## config.mk

```make
export PLATFORM = sky130hd
export DESIGN_NAME = s2p_frame_ctrl
export DESIGN_NICKNAME = d
export VERILOG_FILES = /design/src/rtl/s2p_pkg.sv /design/src/rtl/s2p_rate_lut.sv /design/src/rtl/s2p_frame_ctrl.sv
export SDC_FILE = /design/constraint.sdc
export NUM_CORES = 1
export LEC_CHECK = 0
export ABC_AREA = 1
export BUFFER_PORTS_ARGS = -buffer_cell sky130_fd_sc_hd__buf_2
export CORE_MARGIN = 2
export CORE_UTILIZATION = 45
export DETAILED_ROUTE_END_ITERATION = 8
export REMOVE_ABC_BUFFERS = 1
export SLEW_MARGIN = 20
export SYNTH_ARGS = -nofsm -noshare
export SYNTH_HDL_FRONTEND = slang
export SYNTH_SLANG_ARGS = --single-unit
export TNS_END_PERCENT = 20
```

## constraint.sdc

```tcl
create_clock -name clock -period 3.82 [get_ports clock]
set_input_delay 0.191 -clock clock [delete_from_list [all_inputs] [get_ports clock]]
set_output_delay 0.191 -clock clock [all_outputs]
set_load 0.005 [all_outputs]
```

## src/rtl/s2p_pkg.sv

```systemverilog
// s2p_pkg: shared FSM states, rate-mode codes and block size for the Serial2Parallel frame controller
package s2p_pkg;
  typedef enum logic [2:0] {IDLE, FILL, STREAM, DRAIN, DONE} stateT;
  localparam logic [1:0] MODE_R12 = 2'd0;
  localparam logic [1:0] MODE_R34 = 2'd1;
  localparam logic [1:0] MODE_R23 = 2'd2;
  localparam int BLOCK_BITS = 12;
endpackage

```

## src/rtl/s2p_rate_lut.sv

```systemverilog
// s2p_rate_lut: registered frame length in bits and output pairs from a block count, loaded on an accepted start
module s2p_rate_lut
  import s2p_pkg::*;
#(
  parameter int LEN_W = 8,
  parameter int CNT_W = 12
) (
  input  logic             clock,
  input  logic             reset,
  input  logic             load,
  input  logic [1:0]       mode,
  input  logic [LEN_W-1:0] lenBlocks,
  output logic [CNT_W-1:0] bits,
  output logic [CNT_W-1:0] pairs
);
  logic [CNT_W-1:0] k;
  assign k = CNT_W'(lenBlocks);
  // bits = 12k, pairs = 6k / 9k / 8k, built from shifts and adds only
  always_ff @(posedge clock) begin
    if (!reset) begin
      bits  <= '0;
      pairs <= '0;
    end else if (load) begin
      bits  <= (k << 3) + (k << 2);
      pairs <= mode == MODE_R12 ? (k << 2) + (k << 1) :
               mode == MODE_R34 ? (k << 3) + k : k << 3;
    end
  end
endmodule

```

## src/rtl/s2p_frame_ctrl.sv

```systemverilog
// s2p_frame_ctrl: frame sequencer gating serial input and pacing reads of Serial2Parallel; optional watchdog under S2P_CTRL_TIMEOUT_EN
module s2p_frame_ctrl
  import s2p_pkg::*;
#(
  parameter int LEN_W = 8,
  parameter int CNT_W = 12
`ifdef S2P_CTRL_TIMEOUT_EN
  , parameter int TIMEOUT_CYC = 256
`endif
) (
  input  logic             clock,
  input  logic             reset,
  input  logic             start,
  input  logic [1:0]       mode_in,
  input  logic [LEN_W-1:0] len_blocks,
  output logic             busy,
  output logic             done,
  output logic             err,
  input  logic             src_valid,
  output logic             src_ready,
  output logic [1:0]       s2p_mode,
  output logic             s2p_data_in_valid,
  output logic             s2p_read_en,
  input  logic             s2p_data_out_valid,
  input  logic             sink_ready
);
  stateT            state, nextState;
  logic [CNT_W-1:0] inCnt, rdCnt, outCnt, inNext, outNext, bitsLen, pairsLen;
  logic             startOk, load, streaming, outHit, readNext, wdFire;

  assign startOk           = start && mode_in != 2'd3 && len_blocks != '0;
  assign load              = state == IDLE && startOk;
  assign streaming         = state == STREAM || state == DRAIN;
  assign s2p_data_in_valid = src_valid & src_ready;
  assign outHit            = streaming && s2p_data_out_valid && outCnt < pairsLen;
  assign inNext            = inCnt + CNT_W'(s2p_data_in_valid);
  assign outNext           = outCnt + CNT_W'(outHit);

  s2p_rate_lut #(.LEN_W(LEN_W), .CNT_W(CNT_W)) rateLut (
    .clock    (clock),
    .reset    (reset),
    .load     (load),
    .mode     (mode_in),
    .lenBlocks(len_blocks),
    .bits     (bitsLen),
    .pairs    (pairsLen)
  );

`ifdef S2P_CTRL_TIMEOUT_EN
  localparam int WD_W = $clog2(TIMEOUT_CYC + 1);
  logic [WD_W-1:0] wdCnt;
  logic            watching;
  assign watching = streaming && rdCnt != '0 && !s2p_data_out_valid;
  assign wdFire   = watching && wdCnt == WD_W'(TIMEOUT_CYC - 1);
  // watchdog: consecutive stalled cycles after the first read, cleared by any returned pair
  always_ff @(posedge clock) begin
    if (!reset) wdCnt <= '0;
    else wdCnt <= watching ? wdCnt + 1'b1 : '0;
  end
`else
  assign wdFire = 1'b0;
`endif

  // next state: fill to the pair count, stream until all bits are in, drain until all pairs are back
  always_comb begin
    nextState = state;
    case (state)
      IDLE:    if (load) nextState = FILL;
      FILL:    if (inNext == pairsLen) nextState = STREAM;
      STREAM:  if (inNext == bitsLen) nextState = outNext == pairsLen ? DONE : DRAIN;
      DRAIN:   if (outNext == pairsLen) nextState = DONE;
      default: nextState = IDLE;
    endcase
    if (wdFire) nextState = IDLE;
  end

  assign readNext = (nextState == STREAM || nextState == DRAIN) && sink_ready && rdCnt < pairsLen;

  // state, counters and registered outputs; all outputs derive from the next state
  always_ff @(posedge clock) begin
    if (!reset) begin
      state       <= IDLE;
      busy        <= 1'b0;
      done        <= 1'b0;
      err         <= 1'b0;
      src_ready   <= 1'b0;
      s2p_read_en <= 1'b0;
      s2p_mode    <= 2'd0;
      inCnt       <= '0;
      rdCnt       <= '0;
      outCnt      <= '0;
    end else begin
      state       <= nextState;
      busy        <= nextState != IDLE;
      done        <= nextState == DONE || wdFire;
      err         <= (state == IDLE && start && !startOk) || wdFire;
      src_ready   <= nextState == FILL || nextState == STREAM;
      s2p_read_en <= readNext;
      inCnt       <= load ? '0 : inNext;
      rdCnt       <= load ? '0 : rdCnt + CNT_W'(readNext);
      outCnt      <= load ? '0 : outNext;
      if (load) s2p_mode <= mode_in;
    end
  end
endmodule
```

==> results of run 1 <==
state kept, by name, summed over array words and instances (netlist names):
signal and cells:
inCnt 12, rdCnt 12, outCnt 12, rateLut.pairs 12, err 1, s2p_mode 2, s2p_read_en 1, busy 1
src_ready 1, rateLut.bits 10, done 1, state 3
layout by cell type, fill, tap and decap left out, types with 6 or more instances in the layout:
master and instances:
nand2_1 150, inv_1 103, nand3_1 74, buf_4 72, nor2_1 68, dfxtp_1 62
ha_1 39, a21oi_1 31, o21ai_0 25, buf_2 23, xor2_1 12, nand4_1 11
nand2_2 11, clkbuf_8 10, nor3_1 9, nand3_2 7, nor2_2 7, o22ai_1 7
nor2_4 6, ha_4 6, dfxtp_2 6
critical path, delay by kind of cell, from the launching register on:
| kind | cells | cell delay [ns] |
|---|---|---|
| AO/OA/AOI/OAI | 5 | 0.51 |
| XOR/XNOR | 3 | 0.58 |
| adder cells (fa/ha/maj) | 5 | 0.89 |
| buffers and inverters | 3 | 0.17 |
| flip-flops | 1 | 0.34 |
| AND/OR/NAND/NOR | 19 | 1.72 |
per-stage QoR:
step	setup WS, ns	instances	hold WS (ns)	utilization [%]	power [mW]
finish	-0.514	929	0.131	59.6	1.88
CTS	-0.536	925	0.122	58.1	1.87
global placement	-0.659	901	0.441	53.9	1.24
global route	-0.900	929	0.136	59.6	1.99
detailed placement	-0.780	901	0.452	53.9	1.24
floorplan	-0.433	683	0.294	-	1.07
power groups by stage:
stage | clock network [mW] | registers [mW] | logic, mW
finish | 0.623 | 0.766 | 0.491
global route | 0.666 | 0.771 | 0.555
CTS | 0.629 | 0.766 | 0.475
detailed placement | 0 | 0.781 | 0.460
global placement | 0 | 0.780 | 0.457
floorplan | 0 | 0.782 | 0.283
layer usage:
layer / track usage, % / part of all wire, % / vias to the layer above
li1: - / - / 2466
met1: 31.9 / 45 / 2149
met2: 40.8 / 46 / 113
met3: 5.61 / 5.4 / 32
met4: 9.52 / 2.9 / 0
met5: 0 / 0 / -
logic make-up (layout without fill, tap and decap cells):
| logic type | Yosys count | after routing | synth area share (%) |
|---|---|---|---|
| fa+ha+maj | 48 | 48 | 13.4 |
| buf+inv | 114 | 220 | 9.40 |
| flops | 68 | 68 | 29.6 |
| compound gates | 88 | 88 | 10.9 |
| xor+xnor | 17 | 17 | 3.53 |
| simple gates | 355 | 355 | 33.2 |
path summary, 6_finish.rpt:
check / depth (start not counted) / from / slack, ns / end
max reg2reg: 35 / rateLut.pairs[1] / -0.51 / rdCnt[10]
max: 35 / rateLut.pairs[1] / -0.51 / rdCnt[10]
min: 3 / start / 0.13 / err
min reg2reg: 2 / s2p_mode[0] / 0.48 / s2p_mode[0]
repair_timing:
action | in CTS | in global routing
gates resized for setup | 43 | 25
setup endpoints to repair | 11 | 12
pin swaps | 13 | 29
setup buffers | 8 | 4
final cells by class:
class / instances / area [sq um] / area share (%)
repair buffers: 97 / 678 / 11.5
clock inverters: 6 / 63.8 / 1.09
flip-flops and latches: 68 / 1370 / 23.3
multi-input cells: 508 / 3060 / 52.1
inverters: 107 / 402 / 6.83
clock buffers: 10 / 138 / 2.34
well taps: 133 / 166 / 2.83
==> impl_metrics.json, run 1 <==
{
  "max-vdd-ir-drop_v": 0.000249,
  "cap_viol_max_count": 0,
  "grt_pass1_vias": 4589,
  "setup_tns_ns": -3.46,
  "clkSlewWorstSetupHoldPaths_ns": 0.08,
  "slew_headroom_pct": 47.4,
  "die_w_um": 105,
  "pwr-share-clk_pct": 33.1,
  "overflow": 0,
  "power_leakage_nw": 2.68,
  "grt_antenna_before_repair": 0,
  "synthTopCellsByCount": "nand2_1, inv_1, nand3_1",
  "tightest_slew_ns": 0.784,
  "dpl.hpwl_mm": 10.5,
  "hold_class": "in -> reg",
  "portBuffers": 23,
  "pwr-share-seq_pct": 40.8,
  "violations": "setup timing",
  "cp-start-kind": "register",
  "dpl-instance-area_sq_um": 5320,
  "ioPinCount": 24,
  "drv_slew": 0,
  "yosysWarnings": 0,
  "drc_errors": 0,
  "status": "finished with violations",
  "cp_max_fo": 3,
  "num_antenna_cells": 0,
  "cpPeakStageDelay_ns": 0.34,
  "syn_to_final_growth_pct": 27.7,
  "crit_type": "reg -> reg",
  "synth_most_common_cell": "nand2_1",
  "grt_max_degree": 29,
  "fin_worst_skew_ns": 0.0119,
  "clkLatencyLatePin_ns": 0.36,
  "die_h_um": 105,
  "gp_congestion": 0.953,
  "ctsHtreeMaxLevel": 3,
  "rsz0062_at_grt": "true",
  "critPathRequiredTime_ns": 4.05,
  "dieArea_sq_um": 11100,
  "yosys_most_used_dff": "dfxtp_1",
  "power_frac_comb_pct": 26.1,
  "grt_pass1_wl_mm": 21.8,
  "netlist_area_sq_um": 4600,
  "floorplan.core_area_sq_um": 9860,
  "cts_sinks": 68,
  "power_density_nw_per_um2": 320,
  "timing.final.ws_setup_ns": -0.514,
  "drive_above_1_share_pct": 21.6,
  "dr_total_vias": 4760,
  "synthCells": 690,
  "slowest_stage": "dfxtp_2",
  "numCtsBuffers": 9,
  "arrival_ns": 4.56,
  "start_util_pct": 46.7,
  "setup_viol": 9,
  "netlist.area_leader.share_pct": 29.6,
  "seq_area_frac_synth_pct": 29.6,
  "fp-row-count": 36,
  "finalCritPeriodShare_pct": 113,
  "power_switching_mw": 0.627,
  "p_int_mw": 1.25,
  "drtIter0Drc": 233,
  "yosys.cell_types.count": 37,
  "postSynth.asyncResetShare_pct": 0,
  "wl_per_cell_um": 14.3,
  "final_nets": 855,
  "period_minus_slack_ns": 4.33,
  "viasPerCell": 5.12,
  "drtPass1Iterations": 5,
  "hold_viol_final": 0,
  "fillers": 938,
  "cts-root-buf": "clkbuf_8",
  "groute.usage.overall_pct": 24.9,
  "syn_area_per_cell_sq_um": 6.67,
  "synth-edff-count": 0,
  "synthTopCellsByArea": "dfxtp_1, nand2_1, ha_1, nand3_1, inv_1",
  "end_kind": "register",
  "final_area_sq_um": 5880,
  "hold_buffers": 0,
  "ant_nets": 0,
  "max_freq_ghz": 0.231,
  "switching_share_pct": 33.4,
  "synth_seq_cells": 68,
  "synth_area_leader_cell": "dfxtp_1",
  "clockBufferDepth": 2,
  "wl_mm": 13.3,
  "tritoncts": "built"
}
No activity file was read; power rests on OpenSTA's default activity.
==> inputs of run 2 (changes only) <==
==> constraint.sdc (replaced) <==
create_clock -name clock -period 3.82 [get_ports clock]
set_input_delay 0.764 -clock clock [delete_from_list [all_inputs] [get_ports clock]]
set_output_delay 0.764 -clock clock [all_outputs]
set_load 0.005 [all_outputs]
==> run 2 against run 1 <==
Final cell count rose by 1.4%. Power grew 2.2%. Sequential cell count is the same. Utilization rose by 1.6 points. Critical path depth is 1 lower. Fmax fell by 1.2%. Via count up 4.2%. First-iteration DRC count is 13% higher. The run still ends with setup timing left. Die area unchanged. Wire length up 4.7%. Cell area rose by 2.6%.
==> impl_metrics.json, run 2 (same netlist as run 1, synthesis figures left out) <==
{
  "clkLatencyLatePin_ns": 0.36,
  "grt_max_degree": 27,
  "finish.utilization_pct": 61.2,
  "hold_viol_final": 0,
  "cts_sinks": 68,
  "drv_slew": 0,
  "groute.usage.overall_pct": 25.3,
  "floorplan.core_area_sq_um": 9860,
  "r2r_slack_ns": -0.57,
  "fin_worst_skew_ns": 0.0198,
  "worst-path-buf-inv": 4,
  "max_freq_ghz": 0.228,
  "period_minus_slack_ns": 4.39,
  "mostFrequentLayoutCell": "nand2_1",
  "slew_headroom_pct": 45.6,
  "dpl-instance-area_sq_um": 5440,
  "syn_to_final_growth_pct": 31.1,
  "final_area_sq_um": 6030,
  "cpPeakStageDelay_ns": 0.33,
  "max-vdd-ir-drop_v": 0.000182,
  "drive_above_1_share_pct": 23.6,
  "cp-start-kind": "register",
  "crit_family": "simple AND/OR/NAND/NOR gates",
  "final_nets": 867,
  "violations": "setup timing",
  "setup_viol": 8,
  "rsz0062_at_grt": "true",
  "die_h_um": 105,
  "power_density_nw_per_um2": 319,
  "fp-row-count": 36,
  "overflow": 0,
  "final_cell_mix": "nand2_1, inv_1, buf_4",
  "cp_max_fo": 3,
  "drtPass1Iterations": 5,
  "cts-root-buf": "clkbuf_8",
  "numCtsBuffers": 9,
  "total_power_mw": 1.92,
  "grt_pass1_vias": 4568,
  "clkSlewWorstSetupHoldPaths_ns": 0.08,
  "drtIter0Drc": 263,
  "finalCritPeriodShare_pct": 115,
  "cpMostUsedCell": "nor2_1",
  "wl_mm": 13.9,
  "end_kind": "register",
  "setup_tns_ns": -3.55,
  "power_leakage_nw": 2.74,
  "drc_errors": 0,
  "ant_nets": 0,
  "whs_ns": 0.490,
  "start_util_pct": 46.7,
  "dr_total_vias": 4959,
  "dp_slack_ns": -0.865,
  "tightest_slew_ns": 0.811,
  "critPathRequiredTime_ns": 4.05,
  "ctsHtreeMaxLevel": 3,
  "grt_antenna_before_repair": 2,
  "dieArea_sq_um": 11100,
  "instances_no_fill": 942,
  "hold_class": "reg -> reg",
  "die_w_um": 105,
  "wl_per_cell_um": 14.8,
  "grt_pass1_wl_mm": 22.1,
  "crit_type": "reg -> reg",
  "ioPinCount": 24,
  "slowest_stage": "dfxtp_2",
  "viasPerCell": 5.26,
  "portBuffers": 23,
  "gp_congestion": 0.964,
  "hold_buffers": 0,
  "status": "finished with violations",
  "dp_cells": 915,
  "arrival_ns": 4.62,
  "cap_viol_max_count": 0,
  "tritoncts": "built",
  "dpl.hpwl_mm": 10.7,
  "clockBufferDepth": 2,
  "timing.final.ws_setup_ns": -0.567
}
-- run 2: changes by cell type in the layout (fill, tap and decap cells not counted), sizes merged --
| cell | delta |
|---|---|
| clkinv | -1 |
| buf | +12 |
| diode | +1 |
| inv | +1 |
-- run 2: worst paths after layout --
kind,startpoint,endpoint,cells past startpoint
min reg2reg,s2p_mode[0],s2p_mode[0],2
min,s2p_mode[0],s2p_mode[0],2
max reg2reg,rateLut.pairs[6],rdCnt[10],34
max,rateLut.pairs[6],rdCnt[10],34
-- run 2: tightest hold or removal path, cell delays in order, from the launching register on --
cell     delay (ns)
dfxtp_1        0.34
nand2_1        0.05
o21ai_0        0.07
-- run 2: timing repair --
action,4_1_cts,5_1_grt
setup endpoints to repair,11,12
buffers inserted,6,4
gates cloned,0,0
pin swaps,10,15
resized for setup,48,31
-- run 2: area by class of cell --
class,count,area [sq um]
fillers,919,3830
well taps,133,166
diodes,1,2.50
flip-flops and latches,68,1370
multi-input cells,508,3090
inverters,107,402
clock inverters,6,71.3
clock buffers,10,138
repair buffers,109,788
-- run 2: power breakdown --
| part | switching (mW) | total, mW | internal (mW) |
|---|---|---|---|
| registers | 0.0203 | 0.767 | 0.747 |
| logic | 0.315 | 0.530 | 0.215 |
| clock network | 0.302 | 0.625 | 0.323 |
-- run 2: metal layers --
layer  wire (um)  vias up  global-route usage (%)  share of wire, %
li1            -     2491                       -                 -
met1        6100     2295                    32.4                44
met2        6670      140                    41.4                48
met3         819       33                    5.18               5.9
met4         352        0                    10.4               2.5
met5           0        -                       0                 0
==> inputs of run 3 (changes only) <==
--- a/config.mk
+++ b/config.mk
@@ -10,6 +10,7 @@
 export CORE_MARGIN = 2
 export CORE_UTILIZATION = 45
 export DETAILED_ROUTE_END_ITERATION = 8
+export GPL_TIMING_DRIVEN = 0
 export REMOVE_ABC_BUFFERS = 1
 export SLEW_MARGIN = 20
 export SYNTH_ARGS = -nofsm -noshare
==> run 3 against run 2 <==
Critical endpoint unchanged. Non-clock buffer count decreased by 68. Highest routed layer unchanged. Clock power increased by 13%. Sequential share of layout area increased by 2.2 points. The flow still finishes with violations (setup timing).
==> impl_metrics.json, run 3 (same netlist as run 1, synthesis figures left out) <==
{
  "fp-row-count": 36,
  "end_kind": "register",
  "fin_worst_skew_ns": 0.0104,
  "slew_headroom_pct": 49.7,
  "whs_ns": 0.463,
  "syn_to_final_growth_pct": 20.6,
  "num_antenna_cells": 0,
  "cpMostUsedCell": "nand2_2",
  "period_minus_slack_ns": 4.49,
  "power_density_nw_per_um2": 353,
  "pwr-share-clk_pct": 36.0,
  "cap_viol_max_count": 0,
  "crit_type": "reg -> reg",
  "overflow": 0,
  "floorplan.core_area_sq_um": 9860,
  "switching_share_pct": 32.8,
  "hold_buffers": 0,
  "portBuffers": 23,
  "rsz0062_at_grt": "true",
  "regArea_sq_um": 1380,
  "drc_errors": 0,
  "drtIter0Drc": 261,
  "hold_class": "reg -> reg",
  "cts-root-buf": "clkbuf_8",
  "power_frac_comb_pct": 24.3,
  "dieArea_sq_um": 11100,
  "clkLatencyLatePin_ns": 0.36,
  "dpl.hpwl_mm": 9.55,
  "wl_mm": 13.0,
  "dp_cells": 840,
  "die_w_um": 105,
  "final_nets": 799,
  "dr_total_vias": 4586,
  "numCtsBuffers": 9,
  "gp_congestion": 0.912,
  "cts_sinks": 68,
  "grt_pass1_vias": 4404,
  "drv_slew": 0,
  "total_power_mw": 1.96,
  "critPathRequiredTime_ns": 4.12,
  "power_switching_mw": 0.642,
  "timing.final.ws_setup_ns": -0.672,
  "grt_antenna_before_repair": 0,
  "cp_max_fo": 4,
  "viasPerCell": 5.25,
  "setup_viol": 9,
  "cp-start-kind": "register",
  "finalCritPeriodShare_pct": 118,
  "drtPass1Iterations": 5,
  "clockBufferDepth": 2,
  "status": "finished with violations",
  "hold_viol_final": 0,
  "final_area_sq_um": 5550,
  "grt_pass1_wl_mm": 21.2,
  "violations": "setup timing",
  "max-vdd-ir-drop_v": 0.000195,
  "tightest_slew_ns": 0.751,
  "instances_no_fill": 873,
  "tritoncts": "built",
  "clkSlewWorstSetupHoldPaths_ns": 0.09,
  "fillers": 955,
  "multi_input_area_sq_um": 3090,
  "power_leakage_nw": 2.42,
  "arrival_ns": 4.79,
  "dp_slack_ns": -1.55,
  "ctsHtreeMaxLevel": 3,
  "grt_max_degree": 33,
  "groute.usage.overall_pct": 24.3,
  "ant_nets": 0,
  "cpPeakStageDelay_ns": 0.38,
  "drive_above_1_share_pct": 17.4,
  "dpl-instance-area_sq_um": 4870,
  "final_cell_mix": "nand2_1, inv_1, nand3_1",
  "mostFrequentLayoutCell": "nand2_1",
  "start_util_pct": 46.7,
  "wl_per_cell_um": 14.9,
  "pwr-share-seq_pct": 39.6,
  "ioPinCount": 24,
  "max_freq_ghz": 0.223,
  "slowest_stage": "dfxtp_4",
  "p_int_mw": 1.32,
  "die_h_um": 105
}
-- run 3: cell count changes in the layout (fill, tap and decap cells not counted), moves of 3 or more --
cell / previous run / this run
buf_4: 81 / 17
dfxtp_1: 61 / 58
dfxtp_4: 1 / 4
inv_1: 101 / 96
inv_4: 0 / 4
buf_6: 4 / 0
-- run 3: stage by stage --
step	TNS, ns	util [%]
2_1_floorplan	-1.22	-
3_3_place_gp	-19.63	49.2
3_5_place_dp	-12.23	49.4
4_1_cts	-3.20	55.0
5_1_grt	-6.85	56.3
6_report	-3.75	56.3
-- run 3: final timing paths --
path	from	endpoint	slack, ns	cells past startpoint
hold / removal	s2p_mode[1]	s2p_mode[1]	0.46	2
setup reg to reg	rateLut.pairs[5]	rdCnt[10]	-0.67	36
hold reg to reg	s2p_mode[1]	s2p_mode[1]	0.46	2
setup / recovery	rateLut.pairs[5]	rdCnt[10]	-0.67	36
-- run 3: power by group through the flow --
stage / clock (mW) / combinational (mW) / sequential, mW
2_1_floorplan: 0 / 0.283 / 0.782
3_3_place_gp: 0 / 0.400 / 0.791
3_5_place_dp: 0 / 0.412 / 0.791
4_1_cts: 0.716 / 0.454 / 0.775
5_1_grt: 0.747 / 0.539 / 0.781
6_report: 0.706 / 0.477 / 0.776
-- run 3: final cells by class --
class                           instances  share of cell area [%]
Timing Repair Buffer                   41                    4.73
Inverter                              107                    7.44
Multi-Input combinational cell        508                    55.7
Clock inverter                          6                    1.71
Sequential cell                        68                    24.9
Tap cell                              133                    3.00
Clock buffer                           10                    2.48
-- run 3: routing by layer --
layer,up-vias,global-route usage [%],part of all wire (%)
met2,106,40.7,48
met3,24,3.74,4.4
li1,2353,-,-
met4,0,9.05,2.4
met1,2103,31.5,45
met5,-,0,0
-- run 3: worst max-delay path: cells and delay by family, from the launching register on --
| family | cells | cell delay (ns) |
|---|---|---|
| AND/OR/NAND/NOR | 22 | 2.16 |
| buffers and inverters | 3 | 0.15 |
| AO/OA/AOI/OAI | 4 | 0.50 |
| flip-flops | 1 | 0.38 |
| adder cells (fa/ha/maj) | 5 | 0.93 |
| XOR/XNOR | 2 | 0.30 |
-- run 3: what timing repair did --
item / 4_1_cts / 5_1_grt
setup buffers: 12 / 5
pin swaps: 13 / 21
setup endpoints to repair: 15 / 13
resized for setup: 63 / 24
